===== src/rtl/adat_frame_serializer.sv =====
// adat_frame_serializer
// Builds the 256-bit ADAT frame (sync, user bits, 48 data nibbles each
// followed by a 1 separator) from eight 24-bit samples plus four user bits,
// and shifts it out MSB first, one bit per bit-clock cycle. A single-entry
// holding buffer with a valid/ready handshake decouples the sample producer
// from frame timing.
//
// Ports:
//   clk_i          ADAT bit clock (256 x Fs)
//   rst_ni         synchronous active-low reset
//   sample_i       channel samples, channel 0 in [23:0], channel 7 in [191:168]
//   user_i         four user bits for the frame
//   valid_i        producer offers a frame's worth of data
//   ready_o        holding buffer empty; transfer on valid_i && ready_o
//   data_o         serial frame bit, to the NRZI encoder data input
//   output_en_o    line active, to the NRZI encoder output enable
//   frame_start_o  high while data_o carries bit 0 of a frame
//   underrun_o     pulse with frame_start_o when a frame starts without new data
//
// Configuration macro:
//   ADAT_FRAME_SERIALIZER_UNDERRUN_HOLD_EN  defined: repeat the last frame on
//   underrun; undefined: send zeroed samples and user bits on underrun.

module adat_frame_serializer #(
    parameter int unsigned CHANNELS = 8,
    parameter int unsigned SAMPLE_W = 24
) (
    input  logic                         clk_i,
    input  logic                         rst_ni,
    input  logic [CHANNELS*SAMPLE_W-1:0] sample_i,
    input  logic [3:0]                   user_i,
    input  logic                         valid_i,
    output logic                         ready_o,
    output logic                         data_o,
    output logic                         output_en_o,
    output logic                         frame_start_o,
    output logic                         underrun_o
);

    localparam int unsigned DATA_W     = CHANNELS * SAMPLE_W;
    localparam int unsigned FRAME_W    = 256;
    localparam int unsigned NIBBLES    = DATA_W / 4;
    localparam int unsigned NIB_PER_CH = SAMPLE_W / 4;
    localparam int unsigned CNT_W      = 8;

    typedef enum logic {
        IDLE = 1'b0,
        RUN  = 1'b1
    } state_t;

    state_t             state_q;
    logic [CNT_W-1:0]   cnt_q;        // frame bit index currently on data_o
    logic [CNT_W-1:0]   cnt_nxt;
    logic [DATA_W-1:0]  smp_q;        // frame register: samples
    logic [3:0]         user_q;       // frame register: user bits
    logic [DATA_W-1:0]  buf_smp_q;    // holding buffer
    logic [3:0]         buf_user_q;
    logic [FRAME_W-1:0] frame_bits;   // frame_bits[k] is frame bit k

    assign cnt_nxt = cnt_q + CNT_W'(1);

    // Frame layout from the frame register; sync bits 0..9 stay zero.
    always_comb begin
        frame_bits     = '0;
        frame_bits[10] = 1'b1;
        for (int i = 0; i < 4; i++) begin
            frame_bits[11 + i] = user_q[3 - i];
        end
        frame_bits[15] = 1'b1;
        for (int n = 0; n < int'(NIBBLES); n++) begin
            for (int r = 0; r < 4; r++) begin
                frame_bits[16 + 5*n + r] =
                    smp_q[(n / int'(NIB_PER_CH)) * int'(SAMPLE_W)
                          + int'(SAMPLE_W) - 1 - 4 * (n % int'(NIB_PER_CH)) - r];
            end
            frame_bits[20 + 5*n] = 1'b1;
        end
    end

    // Sequencer, frame register, holding buffer and registered outputs.
    always_ff @(posedge clk_i) begin
        if (!rst_ni) begin
            state_q       <= IDLE;
            cnt_q         <= '0;
            smp_q         <= '0;
            user_q        <= '0;
            buf_smp_q     <= '0;
            buf_user_q    <= '0;
            ready_o       <= 1'b1;
            data_o        <= 1'b0;
            output_en_o   <= 1'b0;
            frame_start_o <= 1'b0;
            underrun_o    <= 1'b0;
        end else begin
            frame_start_o <= 1'b0;
            underrun_o    <= 1'b0;
            case (state_q)
                IDLE: begin
                    // First transfer bypasses the buffer; bit 0 follows next cycle.
                    if (valid_i && ready_o) begin
                        smp_q         <= sample_i;
                        user_q        <= user_i;
                        state_q       <= RUN;
                        cnt_q         <= '0;
                        data_o        <= 1'b0;
                        output_en_o   <= 1'b1;
                        frame_start_o <= 1'b1;
                    end
                end
                RUN: begin
                    cnt_q  <= cnt_nxt;
                    // Bit 0 is sync, so the old frame's layout is safe at the wrap.
                    data_o <= frame_bits[cnt_nxt];
                    if (cnt_q == CNT_W'(FRAME_W - 1)) begin
                        frame_start_o <= 1'b1;
                        if (!ready_o) begin
                            smp_q   <= buf_smp_q;
                            user_q  <= buf_user_q;
                            ready_o <= 1'b1;
                        end else if (valid_i) begin
                            smp_q   <= sample_i;
                            user_q  <= user_i;
                        end else begin
                            underrun_o <= 1'b1;
`ifndef ADAT_FRAME_SERIALIZER_UNDERRUN_HOLD_EN
                            smp_q      <= '0;
                            user_q     <= '0;
`endif
                        end
                    end else if (valid_i && ready_o) begin
                        buf_smp_q  <= sample_i;
                        buf_user_q <= user_i;
                        ready_o    <= 1'b0;
                    end
                end
                default: state_q <= IDLE;
            endcase
        end
    end

endmodule


===== config.mk =====
export PLATFORM = sky130hd
export DESIGN_NAME = adat_frame_serializer
export DESIGN_NICKNAME = d
export VERILOG_FILES = /design/src/rtl/adat_frame_serializer.sv
export SDC_FILE = /design/constraint.sdc
export NUM_CORES = 1
export LEC_CHECK = 0
export BUFFER_PORTS_ARGS = -buffer_cell sky130_fd_sc_hd__buf_4
export CAP_MARGIN = 10
export CORE_MARGIN = 5
export CORE_UTILIZATION = 35
export DETAILED_ROUTE_END_ITERATION = 12
export GPL_ROUTABILITY_DRIVEN = 0
export HOLD_SLACK_MARGIN = 0.03
export PLACE_DENSITY = 0.5
export SKIP_LAST_GASP = 1
export SYNTH_ARGS = -nofsm -noshare
export SYNTH_HDL_FRONTEND = slang
export SYNTH_SLANG_ARGS = --single-unit

===== constraint.sdc =====
create_clock -name clk_i -period 6.9 [get_ports clk_i]
set_input_delay 0.69 -clock clk_i [delete_from_list [all_inputs] [get_ports clk_i]]
set_output_delay 0.69 -clock clk_i [all_outputs]
set_load 0.005 [all_outputs]

==> impl_metrics.env, run 1 <==
export IMPL_reg2regPathDepth=9
export IMPL_pre_cts_ws_ns=2.844
export IMPL_num_rows=81
export IMPL_drv_slew=0
export IMPL_finalClockSkew_ns=0.01239
export IMPL_ys_flop_type="dfxtp_1"
export IMPL_crit_required_ns=7.35
export IMPL_hold_ws_ns=0.3783
export IMPL_drt_iter0_drc=1282
export IMPL_max_freq_mhz=248.2
export IMPL_dp_hpwl_um=34530
export IMPL_viasPerCell=5.497
export IMPL_dpl_instance_area_sq_mm=0.01895
export IMPL_fin_crit_sh_pct=58.39
export IMPL_path_max_fanout=73
export IMPL_worstSetupEndpointType="flip-flop"
export IMPL_synth_cell_area_sq_mm=0.01718
export IMPL_ys_ff_latch=406
export IMPL_drv_cap=0
export IMPL_synth_top_family_by_area="simple AND/OR/NAND/NOR gates"
export IMPL_ys_types=64
export IMPL_outcome="complete, no violations"
export IMPL_totalWireLength_um=55980
export IMPL_drive_gt1_share_pct=14.45
export IMPL_hold_viol_final=0
export IMPL_synthXorXnorAreaFrac_pct=0.5027
export IMPL_die_w_um=231.5
export IMPL_routedWlPerCell_um=19.49
export IMPL_critical_path_class="flip-flop to flip-flop"
export IMPL_yosys_area_share_simple_pct=22.07
export IMPL_syn_area_per_cell_sq_um=8.125
export IMPL_start_util_pct=35.23
export IMPL_fin_ws_ns=2.871
export IMPL_grt_pass1_vias=14700
export IMPL_ys_warnings_count=0
export IMPL_syn_inst=2114
export IMPL_synth_compound_area_share_pct=20.81
export IMPL_cts_tree="yes"
export IMPL_fin_nets=2375
export IMPL_root_buffer="clkbuf_16"
export IMPL_grt_max_degree=115
export IMPL_holdPathStages=3
export IMPL_syn_to_final_growth_pct=18.87
export IMPL_die_area_sq_mm=0.05360
export IMPL_final_area_sq_mm=0.02042
export IMPL_synth_edf_count=0
export IMPL_synth_fa_ha_area_share_pct=0.07285
export IMPL_p_leak_uw=0.007303
export IMPL_setup_viol=0
export IMPL_holdCritPathClass="input port to flip-flop"
export IMPL_cts_made_buffers=45
export IMPL_dr_pass1_iters=5
export IMPL_vias=15790
export IMPL_antenna_found_initial=0
export IMPL_insertedDiodeCount=0
export IMPL_worst_pin_slew_ns=1.157
export IMPL_syn_num_nets=2314
export IMPL_cts_resized=0
export IMPL_coreArea_sq_mm=0.04875
export IMPL_async_reset_ff_share_pct=0
export IMPL_cts_sinks=406
export IMPL_pin_count=204
export IMPL_post_cts_buffers=0
export IMPL_tns_ns=0
export IMPL_start_kind="flip-flop"
export IMPL_clockBufferDepth=3
export IMPL_hold_buffers=0
export IMPL_cts_htree_levels=2
export IMPL_critPathArrivalTime_ns=4.48
export IMPL_rsz0062_at_grt="no"
export IMPL_grt_ovfl_total=0
export IMPL_track_usage_pct=19.99
export IMPL_slew_headroom_pct=21.87
export IMPL_peakVddDrop_v=0.0001670
export IMPL_final_util_pct=41.88
export IMPL_cts_clk_slew_worst_paths_ns=0.06
export IMPL_powerDensity_mw_per_mm2=281.5
export IMPL_ant_nets=0
export IMPL_fin_crit_ns=4.029
export IMPL_grt_pass1_wl_um=87420
export IMPL_die_h_um=231.5
export IMPL_fillers=4927
export IMPL_drc=0
export IMPL_synthMuxAreaShare_pct=4.094
export IMPL_port_buffers=203
export IMPL_worstSkewPairLatency_ns=0.57
export IMPL_ys_seq_area_share_pct=47.32
## registers in the layout, indices dropped and copies added, names as in the netlist
name           cells
buf_smp_q        192
buf_user_q         4
cnt_q              8
data_o             1
frame_start_o      1
output_en_o        1
ready_o            1
smp_q            192
state_q            1
underrun_o         1
user_q             4
## logic make-up after synthesis
family	Yosys count
AOI/OAI and AO/OA	517
xor gates and xnor gates	9
adders and majority gates	1
buffers and inverters	218
and+or+nand+nor	907
DFF	406
muxes	56
## worst max-delay path, stage by stage, from the launching register on
cell and delay [ns]:
dfxtp_4 0.96, ha_4 0.60, buf_4 0.57, mux2i_1 0.30
a21oi_1 0.09, a21oi_1 0.33, o32ai_1 0.15, a311o_1 0.34
a32o_1 0.22, or3_1 0.30
## where the power goes
part / internal [uW] / total, uW / switching [uW]
registers: 2500 / 2610 / 107
clock network: 1430 / 2390 / 965
logic: 297 / 745 / 447
total: 4230 / 5750 / 1520
## worst paths after layout
kind,endpoint,slack [ns],from
max reg2reg,data_o,2.87,cnt_q[0]
min,buf_smp_q[67],0.38,sample_i[67]
min reg2reg,buf_smp_q[115],0.45,buf_smp_q[115]
max,data_o,2.87,cnt_q[0]
## layer usage
layer	up-vias	track usage (%)	wire length, um
met5	-	0	0
li1	7699	-	-
met3	59	3.099	2679
met1	7656	29.54	26510
met2	373	30.93	25850
met4	0	4.346	935
## stage by stage
stage / total power, uW / std cells
2_1_floorplan: 3108 / 2114
3_3_place_gp: 3403 / 2792
3_5_place_dp: 3412 / 2792
4_1_cts: 5833 / 2872
5_1_grt: 6006 / 2872
6_report: 5748 / 2872
## synth_stat cells, types with 3 or more instances
cell type	instances	area, sq um
clkbuf_1	157	589.3
a211o_1	3	26.28
o221ai_1	11	96.34
mux2_2	4	45.04
inv_1	5	18.77
xor2_1	3	26.28
a22oi_1	3	22.52
o211ai_1	4	30.03
buf_2	47	235.2
o2111ai_1	4	35.03
nor2_1	222	833.3
mux2i_1	32	320.3
nor2b_1	7	43.79
a21oi_1	225	1126
o21ai_1	6	30.03
a311oi_1	4	35.03
a221oi_1	205	1795
mux2_1	10	112.6
nor3_1	211	1056
a31oi_1	4	25.02
nand2_1	431	1618
o22ai_1	5	31.28
or3_1	3	18.77
mux4_2	10	225.2
buf_1	6	22.52
a211oi_1	12	90.09
xnor2_1	5	43.79
dfxtp_1	406	8128
nand3_1	11	55.05
nor3b_1	5	37.54
o21ai_0	10	50.05
## final cells by class
type	count	area [sq um]	area share [%]
well taps	664	830.8	4.069
flip-flops and latches	406	8132	39.83
inverters	7	33.78	0.1655
clock buffers	71	1366	6.692
repair buffers	225	1689	8.274
multi-input cells	1490	8260	40.46
clock inverters	9	103.9	0.5087
## layout by cell type, fill, tap and decap left out, types with 11 or more instances in the layout
cell type	instances
a211oi_1	12
a21oi_1	224
a221oi_1	205
buf_4	225
clkbuf_1	14
clkbuf_16	47
dfxtp_1	405
mux2i_1	32
nand2_1	430
nand3_1	11
nor2_1	221
nor3_1	211
o221ai_1	11
Note: power is estimated with default switching activity, not from simulation.
==> inputs of run 2 (changes only) <==
--- a/config.mk
+++ b/config.mk
@@ -5,6 +5,7 @@
 export SDC_FILE = /design/constraint.sdc
 export NUM_CORES = 1
 export LEC_CHECK = 0
+export ABC_AREA = 1
 export BUFFER_PORTS_ARGS = -buffer_cell sky130_fd_sc_hd__buf_4
 export CAP_MARGIN = 10
 export CORE_MARGIN = 5
@@ -12,7 +13,7 @@
 export DETAILED_ROUTE_END_ITERATION = 12
 export GPL_ROUTABILITY_DRIVEN = 0
 export HOLD_SLACK_MARGIN = 0.03
-export PLACE_DENSITY = 0.5
+export PLACE_DENSITY = 0.51
 export SKIP_LAST_GASP = 1
 export SYNTH_ARGS = -nofsm -noshare
 export SYNTH_HDL_FRONTEND = slang
==> constraint.sdc (replaced) <==
create_clock -name clk_i -period 3.7 [get_ports clk_i]
set_input_delay 0.37 -clock clk_i [delete_from_list [all_inputs] [get_ports clk_i]]
set_output_delay 0.37 -clock clk_i [all_outputs]
set_load 0.005 [all_outputs]
==> run 2 against run 1 <==
Final cell count rose by 20%. Fmax rose by 46%. Sequential power up 89%.
==> impl_metrics.env, run 2 <==
export IMPL_busiest_layer="met2"
export IMPL_die_w_um=239.0
export IMPL_yosysTopAreaCell="dfxtp_1"
export IMPL_p_leak_uw=0.008980
export IMPL_syn_inst=2600
export IMPL_synth_most_common_cell="o21ai_0"
export IMPL_met2_usage_pct=35.82
export IMPL_ys_seq_area_share_pct=44.28
export IMPL_p_comb_share_pct=14.9
export IMPL_path_max_fanout=205
export IMPL_syn_to_final_growth_pct=24.02
export IMPL_slew_headroom_pct=13.37
export IMPL_cts_tree="yes"
export IMPL_layout_common_cells="o21ai_0, nor2_1, dfxtp_1"
export IMPL_totalWireLength_um=66500
export IMPL_holdCritPathClass="input port to flip-flop"
export IMPL_synth_edf_count=0
export IMPL_worstSkewPairLatency_ns=0.58
export IMPL_fin_total_pwr_uw=11580
export IMPL_final_common_cell="o21ai_0"
export IMPL_switchingPower_uw=3214
export IMPL_root_buffer="clkbuf_16"
export IMPL_pwr_share_seq_pct=42.6
export IMPL_dp_hpwl_um=38000
export IMPL_coreArea_sq_mm=0.05224
export IMPL_ys_types=29
export IMPL_drt_iter0_drc=1512
export IMPL_ys_flop_type="dfxtp_1"
export IMPL_hold_viol_final=0
export IMPL_viasPerCell=5.510
export IMPL_cts_clk_slew_worst_paths_ns=0.06
export IMPL_internal_power_uw=8368
export IMPL_powerDensity_mw_per_mm2=508.8
export IMPL_syn_area_per_cell_sq_um=7.060
export IMPL_reg_top3="buf_smp_q x192, smp_q x192, cnt_q x8"
export IMPL_ys_ff_latch=406
export IMPL_pwr_share_clk_pct=42.5
export IMPL_worstSetupEndpointType="flip-flop"
export IMPL_ys_warnings_count=0
export IMPL_pin_count=204
export IMPL_antenna_found_initial=2
export IMPL_grt_pass1_wl_um=105200
export IMPL_cts_made_buffers=46
export IMPL_drive_gt1_share_pct=11.98
export IMPL_ant_nets=0
export IMPL_drv_slew=0
export IMPL_ys_top_cells_by_area="dfxtp_1, o21ai_0, nor2_1"
export IMPL_die_h_um=239.0
export IMPL_async_reset_ff_share_pct=0
export IMPL_crit_required_ns=4.20
export IMPL_track_usage_pct=22.34
export IMPL_synth_common_cells="o21ai_0, nor2_1, dfxtp_1"
export IMPL_hold_buffers=111
export IMPL_outcome="complete, no violations"
export IMPL_rsz0062_at_grt="no"
export IMPL_vias=19070
export IMPL_synth_cell_area_sq_mm=0.01836
export IMPL_port_buffers=203
export IMPL_final_area_sq_mm=0.02277
export IMPL_setup_viol=0
export IMPL_grt_max_degree=206
export IMPL_worst_pin_slew_ns=1.299
export IMPL_grtUsageMet1_pct=32.22
export IMPL_post_cts_buffers=0
export IMPL_grt_ovfl_total=0
export IMPL_drc=0
export IMPL_grtUsageMet3_pct=2.780
export IMPL_cts_sinks=406
export IMPL_synth_top_cell_area_share_pct=44.28
export IMPL_critPathArrivalTime_ns=3.26
export IMPL_syn_num_nets=2800
export IMPL_critical_path_class="flip-flop to flip-flop"
export IMPL_cts_resized=0
export IMPL_finalClockSkew_ns=0.02251
export IMPL_max_freq_mhz=361.2
export IMPL_tns_ns=0
export IMPL_hold_ws_ns=0.04898
export IMPL_start_kind="flip-flop"
export IMPL_fin_crit_sh_pct=74.82
export IMPL_clockBufferDepth=3
export IMPL_drv_cap=0
export IMPL_fin_nets=2937
export IMPL_die_area_sq_mm=0.05713
export IMPL_cts_htree_levels=2
export IMPL_start_util_pct=35.14
export IMPL_p_sw_share_pct=27.75
export IMPL_num_rows=84
export IMPL_fin_crit_ns=2.768
export IMPL_dpl_instance_area_sq_mm=0.02003
export IMPL_final_util_pct=43.58
export IMPL_grt_pass1_vias=18130
export IMPL_peakVddDrop_v=0.0003062
export IMPL_routedWlPerCell_um=19.22
export IMPL_dr_pass1_iters=5
run 2: cell count changes after synthesis, moves of 168 or more:
cell and delta:
a21oi_1 -202, a221oi_1 -205, a31oi_1 +189, nand2_1 -168, nand3_1 +308, nor2_1 +207
nor3_1 -211, o21ai_0 +562
run 2: layer usage:
metal | vias up | wire length [um]
li1 | 9257 | -
met1 | 9175 | 31020
met2 | 538 | 30560
met3 | 95 | 3599
met4 | 0 | 1319
met5 | - | 0
run 2: power groups by stage:
stage	combinational, uW	sequential [uW]	clock, uW
floorplan	1080	4930	0
global route	1940	4960	5170
detailed placement	1640	5020	0
global placement	1620	5020	0
finish	1730	4930	4920
CTS	1740	4930	5010
run 2: path summary, 6_finish.rpt:
path	from	end	slack, ns	depth (start not counted)
max	state_q	smp_q[76]	0.93	6
min	user_i[1]	buf_user_q[1]	0.05	3
max reg2reg	state_q	smp_q[76]	0.93	6
min reg2reg	output_en_o	output_en_o	0.47	2
run 2: logic make-up after synthesis:
kind of cell	count (synthesis)	synth area share [%]
AND/OR/NAND/NOR	1030	23.71
AO/OA/AOI/OAI	846	24.58
flip-flops	406	44.28
buffers and inverters	316	7.321
XOR/XNOR	1	0.04772
adder cells (fa/ha/maj)	1	0.06815
run 2: worst max-delay path, stage by stage (launching register included):
cell	delay (ns)
dfxtp_4	0.38
buf_12	0.74
nand2_2	0.27
nand2_8	0.44
buf_4	0.40
o21ai_0	0.13
a31oi_1	0.16
run 2: final cells by class:
cell class	count	area, sq um
Fill cell	5358	29470
Timing Repair Buffer	346	2995
Tap cell	688	860.8
Inverter	59	245.2
Antenna cell	1	2.502
Clock buffer	69	1401
Sequential cell	406	8135
Clock inverter	13	216.5
Multi-Input combinational cell	1878	8909
run 2: stage by stage:
step,setup WS (ns),std cells
floorplan,1.863,2600
global placement,0.9193,3266
detailed placement,0.9190,3266
CTS,0.9159,3459
global route,0.5213,3459
finish,0.9318,3460
==> inputs of run 3 (changes only) <==
==> constraint.sdc (replaced) <==
create_clock -name clk_i -period 2.35 [get_ports clk_i]
set_input_delay 0.235 -clock clk_i [delete_from_list [all_inputs] [get_ports clk_i]]
set_output_delay 0.235 -clock clk_i [all_outputs]
set_load 0.005 [all_outputs]
==> run 3 against run 2 <==
Register-to-register slack lost 0.72 ns. Hold slack gained 0.37 ns. Worst setup slack lost 0.72 ns. Fmax grew 29%. Largest cell class unchanged. Combinational power grew 82%. Sequential cell count is the same. Clock skew shrank 0.0093 ns. Non-clock buffer count grew 121. Power grew 61%. Global-route usage grew 0.78 points. Count of clock-buffer cells in the layout grew 6. Largest power group is now clock. Die area is the same.
==> impl_metrics.env, run 3 (synthesized netlist as in run 2, its figures left out) <==
export IMPL_insertedDiodeCount=0
export IMPL_dp_hpwl_um=40100
export IMPL_cts_sinks=406
export IMPL_start_kind="flip-flop"
export IMPL_final_common_cell="o21ai_0"
export IMPL_post_cts_buffers=0
export IMPL_pre_cts_ws_ns=-0.03694
export IMPL_fin_crit_ns=2.140
export IMPL_totalWireLength_um=68790
export IMPL_drt_iter0_drc=1411
export IMPL_finalClockSkew_ns=0.01319
export IMPL_holdCritPathClass="input port to flip-flop"
export IMPL_pwr_share_clk_pct=41.9
export IMPL_hold_ws_ns=0.4236
export IMPL_outcome="complete, no violations"
export IMPL_cts_clk_slew_worst_paths_ns=0.06
export IMPL_routedWlPerCell_um=19.20
export IMPL_hold_viol_final=0
export IMPL_rsz0062_at_grt="no"
export IMPL_fin_nets=3060
export IMPL_cts_htree_levels=2
export IMPL_pin_count=204
export IMPL_grt_max_degree=102
export IMPL_powerDensity_mw_per_mm2=770.3
export IMPL_critical_path_class="flip-flop to flip-flop"
export IMPL_crit_required_ns=2.86
export IMPL_slew_headroom_pct=34.31
export IMPL_die_h_um=239.0
export IMPL_reg_top3="buf_smp_q x192, smp_q x192, cnt_q x8"
export IMPL_path_max_fanout=29
export IMPL_drc=0
export IMPL_worstSkewPairLatency_ns=0.58
export IMPL_ant_nets=0
export IMPL_antenna_found_initial=1
export IMPL_internal_power_uw=13430
export IMPL_pwr_share_seq_pct=41.3
export IMPL_cts_made_buffers=48
export IMPL_grt_pass1_wl_um=108000
export IMPL_port_buffers=203
export IMPL_max_freq_mhz=467.2
export IMPL_peakVddDrop_v=0.0005878
export IMPL_layout_common_cells="o21ai_0, nor2_1, dfxtp_1"
export IMPL_p_sw_share_pct=28.06
export IMPL_viasPerCell=5.438
export IMPL_coreArea_sq_mm=0.05224
export IMPL_clockBufferDepth=3
export IMPL_die_w_um=239.0
export IMPL_die_area_sq_mm=0.05713
export IMPL_p_leak_uw=0.009642
export IMPL_grt_ovfl_total=0
export IMPL_fin_ws_ns=0.2097
export IMPL_dr_pass1_iters=5
export IMPL_setup_viol=0
export IMPL_drive_gt1_share_pct=12.85
export IMPL_critPathArrivalTime_ns=2.65
export IMPL_vias=19480
export IMPL_fin_crit_sh_pct=91.08
export IMPL_p_comb_share_pct=16.8
export IMPL_grt_pass1_vias=18810
export IMPL_track_usage_pct=23.12
export IMPL_num_rows=84
export IMPL_worstSetupEndpointType="flip-flop"
export IMPL_root_buffer="clkbuf_16"
export IMPL_start_util_pct=35.14
export IMPL_drv_slew=0
export IMPL_syn_to_final_growth_pct=32.00
export IMPL_cts_tree="yes"
export IMPL_worst_pin_slew_ns=0.9854
export IMPL_drv_cap=0
export IMPL_switchingPower_uw=5238
run 3: cell types whose count changed in the layout (fill, tap and decap cells not counted), moves of 3 or more:
cell / previous run / this run
clkbuf_8: 10 / 17
buf_12: 9 / 31
buf_4: 225 / 235
clkbuf_1: 10 / 7
dlygate4sd3_1: 111 / 198
bufinv_16: 6 / 3
run 3: path summary, 6_finish.rpt:
kind	from	to	slack, ns	cells past startpoint
worst max-delay path	cnt_q[1]	smp_q[33]	0.21	10
worst min-delay path	sample_i[86]	buf_smp_q[86]	0.42	4
worst max register to register	cnt_q[1]	smp_q[33]	0.21	10
worst min register to register	cnt_q[7]	cnt_q[7]	0.47	2
run 3: power groups by stage:
stage | logic (uW) | registers (uW) | clock network, uW
2_1_floorplan | 1700 | 7760 | 0
3_3_place_gp | 2840 | 7840 | 0
3_5_place_dp | 2860 | 7850 | 0
4_1_cts | 3140 | 7700 | 7990
5_1_grt | 3470 | 7770 | 8260
6_report | 3140 | 7710 | 7820
run 3: final cells by class:
| type | instances | area (sq um) |
|---|---|---|
| Inverter | 59 | 245.2 |
| Clock buffer | 75 | 1536 |
| Timing Repair Buffer | 467 | 4408 |
| Clock inverter | 10 | 136.4 |
| Multi-Input combinational cell | 1878 | 8909 |
| Sequential cell | 406 | 8135 |
| Fill cell | 5180 | 28000 |
| Tap cell | 688 | 860.8 |
run 3: metrics by stage:
| stage | TNS, ns | area [sq um] | power [uW] | util (%) | std cells |
|---|---|---|---|---|---|
| finish | 0 | 24230 | 18660 | 46.39 | 3583 |
| global route | 0 | 24230 | 19490 | 46.39 | 3583 |
| CTS | 0 | 24220 | 18840 | 46.37 | 3583 |
| detailed placement | -0.03694 | 20560 | 10710 | 39.37 | 3300 |
| global placement | -0.05603 | 20560 | 10680 | 39.37 | 3300 |
| floorplan | 0 | 18360 | 9453 | - | 2600 |
run 3: per-layer routing:
metal  up-vias  wire (um)  GRT usage, %
met5         -          0             0
met4         0       1565         6.727
met3        89       3511         2.596
met2       580      31420         36.42
met1      9315      32290         33.59
li1       9499          -             -
run 3: critical path, cell delays in order (launching register included):
cell     delay [ns]
dfxtp_1        0.41
ha_4           0.18
nand3_1        0.12
inv_2          0.08
nand4_2        0.12
nor2_4         0.16
nand2_2        0.12
nand2_8        0.28
buf_4          0.31
o21ai_0        0.12
a31oi_1        0.15
run 3: what timing repair did:
item / 4_1_cts / 5_1_grt
hold endpoints to repair: 391 / 0
gates resized for setup: 1 / 3
hold buffers: 198 / 0
endpoints found under the setup margin: 1 / 1
